$ cat src/rtl/adder_result_stage_if.sv
// Result channel between the adder, the result stage and its consumer.
// The stage binds to the slave modport; the driving side uses master.
interface adder_result_stage_if #(
    parameter int WIDTH = 32
);
    logic             valid_i;
    logic             ready_o;
    logic [WIDTH-1:0] sum_i;
    logic             cout_i;
    logic             a_msb_i;
    logic             b_msb_i;
    logic             valid_o;
    logic             ready_i;
    logic [WIDTH-1:0] sum_o;
    logic             cout_o;
    logic             zero_o;
    logic             neg_o;
    logic             ovf_o;

    modport slave (
        input  valid_i, sum_i, cout_i, a_msb_i, b_msb_i, ready_i,
        output ready_o, valid_o, sum_o, cout_o, zero_o, neg_o, ovf_o
    );

    modport master (
        output valid_i, sum_i, cout_i, a_msb_i, b_msb_i, ready_i,
        input  ready_o, valid_o, sum_o, cout_o, zero_o, neg_o, ovf_o
    );
endinterface

$ cat src/rtl/adder_result_stage.sv
// Registered valid/ready output stage for the CLA adder with zero/neg/overflow flags.
// Optional transfer counter enabled by defining ADDER_RESULT_STAGE_XFER_CNT_EN.
module adder_result_stage #(
    parameter int WIDTH = 32
) (
    input  logic                 clk_i,
    input  logic                 rst_i,
    adder_result_stage_if.slave  bus
`ifdef ADDER_RESULT_STAGE_XFER_CNT_EN
    ,
    input  logic                 cnt_clr_i,
    output logic [31:0]          xfer_cnt_o
`endif
);
    localparam int EW = WIDTH + 4;

    typedef enum logic [1:0] {
        EMPTY = 2'd0,
        ONE   = 2'd1,
        FULL  = 2'd2
    } state_t;

    state_t          state_reg;
    logic [EW-1:0]   main_reg;
    logic [EW-1:0]   skid_reg;
    logic            valid_reg;
    logic            ready_reg;
    logic [EW-1:0]   in_entry;
    logic            in_zero;
    logic            in_neg;
    logic            in_ovf;
    logic            accept;
    logic            xfer;

    // Flags are derived once at capture so the outputs stay plain register taps.
    assign in_zero  = ~|bus.sum_i;
    assign in_neg   = bus.sum_i[WIDTH-1];
    assign in_ovf   = (bus.a_msb_i == bus.b_msb_i) && (bus.sum_i[WIDTH-1] != bus.a_msb_i);
    assign in_entry = {bus.sum_i, bus.cout_i, in_zero, in_neg, in_ovf};

    assign accept = bus.valid_i && ready_reg;
    assign xfer   = valid_reg && bus.ready_i;

    always_ff @(posedge clk_i or posedge rst_i) begin
        if (rst_i) begin
            state_reg <= EMPTY;
            main_reg  <= '0;
            skid_reg  <= '0;
            valid_reg <= 1'b0;
            ready_reg <= 1'b1;
        end else begin
            case (state_reg)
                EMPTY: begin
                    if (accept) begin
                        main_reg  <= in_entry;
                        valid_reg <= 1'b1;
                        state_reg <= ONE;
                    end
                end
                ONE: begin
                    if (accept && xfer) begin
                        main_reg <= in_entry;
                    end else if (accept) begin
                        // Consumer stalled: park the new result so ready can drop registered.
                        skid_reg  <= in_entry;
                        ready_reg <= 1'b0;
                        state_reg <= FULL;
                    end else if (xfer) begin
                        valid_reg <= 1'b0;
                        state_reg <= EMPTY;
                    end
                end
                FULL: begin
                    if (xfer) begin
                        main_reg  <= skid_reg;
                        ready_reg <= 1'b1;
                        state_reg <= ONE;
                    end
                end
                default: begin
                    state_reg <= EMPTY;
                    valid_reg <= 1'b0;
                    ready_reg <= 1'b1;
                end
            endcase
        end
    end

    assign bus.ready_o = ready_reg;
    assign bus.valid_o = valid_reg;
    assign bus.sum_o   = main_reg[EW-1:4];
    assign bus.cout_o  = main_reg[3];
    assign bus.zero_o  = main_reg[2];
    assign bus.neg_o   = main_reg[1];
    assign bus.ovf_o   = main_reg[0];

`ifdef ADDER_RESULT_STAGE_XFER_CNT_EN
    logic [31:0] xfer_cnt_reg;

    // Clear wins over a coincident transfer; the count wraps naturally.
    always_ff @(posedge clk_i or posedge rst_i) begin
        if (rst_i) begin
            xfer_cnt_reg <= '0;
        end else if (cnt_clr_i) begin
            xfer_cnt_reg <= '0;
        end else if (xfer) begin
            xfer_cnt_reg <= xfer_cnt_reg + 32'd1;
        end
    end

    assign xfer_cnt_o = xfer_cnt_reg;
`endif
endmodule

$ cat src/flat_wrapper.sv
// flat-port wrapper written by rule: the top's interface ports become plain ports
module adder_result_stage_flat 
#(
    parameter int WIDTH = 32
)
  (clk_i, rst_i, bus_valid_i, bus_sum_i, bus_cout_i, bus_a_msb_i, bus_b_msb_i, bus_ready_i, bus_ready_o, bus_valid_o, bus_sum_o, bus_cout_o, bus_zero_o, bus_neg_o, bus_ovf_o);
  adder_result_stage_if #(.WIDTH(WIDTH)) bus_i ();
  input  logic clk_i;
  input  logic rst_i;
  input wire logic [$bits(bus_i.valid_i)-1:0] bus_valid_i;
  input wire logic [$bits(bus_i.sum_i)-1:0] bus_sum_i;
  input wire logic [$bits(bus_i.cout_i)-1:0] bus_cout_i;
  input wire logic [$bits(bus_i.a_msb_i)-1:0] bus_a_msb_i;
  input wire logic [$bits(bus_i.b_msb_i)-1:0] bus_b_msb_i;
  input wire logic [$bits(bus_i.ready_i)-1:0] bus_ready_i;
  output wire logic [$bits(bus_i.ready_o)-1:0] bus_ready_o;
  output wire logic [$bits(bus_i.valid_o)-1:0] bus_valid_o;
  output wire logic [$bits(bus_i.sum_o)-1:0] bus_sum_o;
  output wire logic [$bits(bus_i.cout_o)-1:0] bus_cout_o;
  output wire logic [$bits(bus_i.zero_o)-1:0] bus_zero_o;
  output wire logic [$bits(bus_i.neg_o)-1:0] bus_neg_o;
  output wire logic [$bits(bus_i.ovf_o)-1:0] bus_ovf_o;
  assign bus_i.valid_i = bus_valid_i;
  assign bus_i.sum_i = bus_sum_i;
  assign bus_i.cout_i = bus_cout_i;
  assign bus_i.a_msb_i = bus_a_msb_i;
  assign bus_i.b_msb_i = bus_b_msb_i;
  assign bus_i.ready_i = bus_ready_i;
  assign bus_ready_o = bus_i.ready_o;
  assign bus_valid_o = bus_i.valid_o;
  assign bus_sum_o = bus_i.sum_o;
  assign bus_cout_o = bus_i.cout_o;
  assign bus_zero_o = bus_i.zero_o;
  assign bus_neg_o = bus_i.neg_o;
  assign bus_ovf_o = bus_i.ovf_o;
  adder_result_stage #(.WIDTH(WIDTH)) u_core (.clk_i(clk_i), .rst_i(rst_i), .bus(bus_i));
endmodule
$ cat config.mk
export PLATFORM = sky130hd
export DESIGN_NAME = adder_result_stage_flat
export DESIGN_NICKNAME = d
export VERILOG_FILES = /design/src/rtl/adder_result_stage_if.sv /design/src/rtl/adder_result_stage.sv /design/src/flat_wrapper.sv
export SDC_FILE = /design/constraint.sdc
export NUM_CORES = 1
export LEC_CHECK = 0
export BUFFER_PORTS_ARGS = -buffer_cell sky130_fd_sc_hd__buf_4
export CORE_AREA = 2 2 80 82
export DETAILED_ROUTE_END_ITERATION = 6
export DIE_AREA = 0 0 82 84
export GPL_TIMING_DRIVEN = 0
export PLACE_DENSITY_LB_ADDON = 0.05
export REMOVE_ABC_BUFFERS = 1
export SYNTH_ARGS = -nofsm -noshare
export SYNTH_HDL_FRONTEND = slang
export SYNTH_SLANG_ARGS = --single-unit
$ cat constraint.sdc
create_clock -name clk_i -period 6.1 [get_ports clk_i]
set_input_delay 1.22 -clock clk_i [delete_from_list [all_inputs] [get_ports clk_i]]
set_output_delay 1.22 -clock clk_i [all_outputs]
set_load 0.01 [all_outputs]
==> impl_metrics.env <==
export IMPL_min_path_cells=2
export IMPL_startpoint_type="primary input"
export IMPL_clock_sinks=74
export IMPL_yosysTopAreaCell="dfrtp_1"
export IMPL_reg2reg_slack_ps=3900
export IMPL_grt_start_max_net_pins=69
export IMPL_worst_slew_pin_slew_ps=902
export IMPL_dp_cells=412
export IMPL_clk_latency_ps=340
export IMPL_slew_viol_final=0
export IMPL_die_area_um2=6890
export IMPL_drv_cap=0
export IMPL_p_int_uw=677
export IMPL_wire_per_inst_um=14.8
export IMPL_synth_cells=271
export IMPL_slew_headroom_pct=39.8
export IMPL_synth_top_area_share_pct=55.1
export IMPL_timing_fmax_mhz=377
export IMPL_tns_ps=0
export IMPL_synth_most_common_cell="dfrtp_1"
export IMPL_fin_crit_ps=2650
export IMPL_nets=385
export IMPL_pre_cts_slack_ps=3100
export IMPL_critical_path_cell_chain="buf_4 -> nand2_1 -> o221ai_4 -> buf_12 -> mux2i_1 -> o21ai_1"
export IMPL_criticalPathCategory="in -> reg"
export IMPL_grt_pass1_vias=2178
export IMPL_path_max_fanout=38
export IMPL_cts_made_buffers=9
export IMPL_swShare_pct=22.0
export IMPL_leakage_nw=2.02
export IMPL_drt_initial_drc_count=99
export IMPL_pwr_share_seq_pct=56.4
export IMPL_hold_viol_final=0
export IMPL_pwr_share_comb_pct=4.7
export IMPL_fin_worst_skew_ps=12.0
export IMPL_power_uw=869
export IMPL_seq_area_frac_synth_pct=55.9
export IMPL_cts_repair_resized=0
export IMPL_whs_endpoint="u_core.skid_reg[0]"
export IMPL_viasPerCell=5.28
export IMPL_yosys_warnings=0
export IMPL_synth_edff_count=0
export IMPL_grt_pass1_wl_um=10500
export IMPL_status="completed"
export IMPL_ys_async_sr_fraction_pct=100
export IMPL_overflow=0
export IMPL_n_antenna_cell=0
export IMPL_yosys_register_bits=74
export IMPL_setup_violations=0
export IMPL_final_cells=427
export IMPL_rows=29
export IMPL_critPathMaxStageDelay_ps=790
export IMPL_cts_tree="yes"
export IMPL_rsz0062_at_grt="false"
export IMPL_ant_nets=0
export IMPL_p_sw_uw=191
export IMPL_via_count=2255
export IMPL_cts_path_max_buffers=2
export IMPL_synth_flop_cell="dfrtp_1"
export IMPL_clkTransAtPathRegs_ps=70
export IMPL_endpoint_kind="flop"
export IMPL_synthDistinctLibCells=26
export IMPL_reg2reg_depth=5
export IMPL_cts_setup_buffers=0
export IMPL_p_per_area_nw_per_um2=209
export IMPL_reg2reg_to="u_core.main_reg[2]"
export IMPL_postCtsHoldBufs=0
export IMPL_drive_above_1_share_pct=38.0
export IMPL_path_delay_family="compound AO/OA/AOI/OAI gates"
export IMPL_num_io_pins=77
export IMPL_worst_hold_path_type="reg -> reg"
export IMPL_netlist_area_um2=3320
export IMPL_synth_area_leaders="dfrtp_1 55%, mux2i_1 10%, mux2_4 6.8%"
export IMPL_portBuffers=76
export IMPL_rr_startpoint="u_core.state_reg[0]"
export IMPL_p_clk_share_pct=38.9
export IMPL_remaining_drc_errors=0
export IMPL_fin_ws_ps=3450
export IMPL_die_x_um=82
export IMPL_die_h_um=84
export IMPL_cts_root_buf="clkbuf_8"
export IMPL_dp_hpwl_um=4250
export IMPL_final_period_utilization_pct=43.5
export IMPL_hp_start="u_core.skid_reg[0]"
export IMPL_synthToLayoutAreaGrowth_pct=25.2
export IMPL_htreeDepth=3
export IMPL_syn_area_per_cell_um2=12.2
export IMPL_cp_arrival_ps=2880
export IMPL_cp_slowest_cell="o221ai_4"
export IMPL_antenna_found_initial=0
export IMPL_gp_congestion=0.717
export IMPL_wirelength_um=6310
export IMPL_crit_required_ps=6320
export IMPL_firstDrtPassIters=4
export IMPL_core_area_um2=6100
export IMPL_start_util_pct=54.4
export IMPL_path_buf_inv=2
export IMPL_ys_top_cells_by_count="73 x dfrtp_1, 38 x nor2_1, 37 x a21oi_1, 34 x mux2i_1, 19 x mux2_2"
export IMPL_track_usage_pct=20.2
export IMPL_ir_drop_mv=0.150
## worst register-to-register path, cell delays in order (launching register included)
cell	delay, ps
dfrtp_1	470
or2_1	310
o221ai_4	730
buf_12	290
mux2i_1	220
o21ai_1	80
## through the flow
stage / hold slack, ps / cell area (um2) / utilization, %
final: 488 / 4150 / 68.1
after floorplan: 450 / 3200 / -
after global placement: 466 / 3870 / 63.4
after CTS: 489 / 4150 / 68.1
after global routing: 509 / 4150 / 68.1
after detailed placement: 472 / 3980 / 65.3
## metal layers
layer  GRT usage, %  routed length (um)  up-vias
li1               -                   -     1107
met1           28.2                2940     1094
met2           29.8                3010       49
met3           6.39                 310        5
met4           6.82                  53        0
met5              0                   0        -
## worst max path at each step
stage	from	endpoint	slack [ps]	cells after the start
final	bus_ready_i	u_core.main_reg[2]	3450	6
after global routing	bus_ready_i	u_core.main_reg[2]	3340	6
after CTS	bus_ready_i	u_core.main_reg[2]	3460	6
after detailed placement	bus_ready_i	u_core.main_reg[2]	3100	6
after global placement	rst_i	u_core.state_reg[0]	2050	2
after floorplan	bus_ready_i	u_core.skid_reg[16]	2850	3
## power groups by stage
stage	sequential [mW]	combinational, mW	clock, mW
2_1_floorplan	0.500	0.00980	0
3_3_place_gp	0.500	0.0388	0
3_5_place_dp	0.500	0.0415	0
4_1_cts	0.490	0.0416	0.346
5_1_grt	0.490	0.0454	0.373
6_report	0.490	0.0406	0.338
## cells by family after synthesis
group                  count (synthesis)  synth area share, %
and+or+nand+nor                       65                 9.13
AOI/OAI and AO/OA                     45                 7.62
buffers and inverters                 19                 3.85
DFF                                   74                 55.9
muxes                                 68                 23.5
## cell usage in the layout, fill, tap and decap left out, drive strengths merged, types with 3 or more instances in the layout
master / netlist / routed
dfrtp: 73 / 73
mux2i: 34 / 34
clkbuf: 0 / 13
nand2: 6 / 6
nor2: 38 / 38
mux2: 34 / 34
buf: 16 / 80
a21oi: 37 / 37
nor4: 8 / 8
o21ai: 5 / 5
inv: 3 / 3
nand3: 3 / 3
## layout make-up
cell class | instances | area, um2
Clock buffer | 13 | 159
Sequential cell | 74 | 1850
Fill cell | 491 | 1950
Inverter | 3 | 13.8
Timing Repair Buffer | 80 | 673
Clock inverter | 2 | 12.5
Multi-Input combinational cell | 178 | 1340
Tap cell | 77 | 96.3
(Power assumes the default switching activity.)
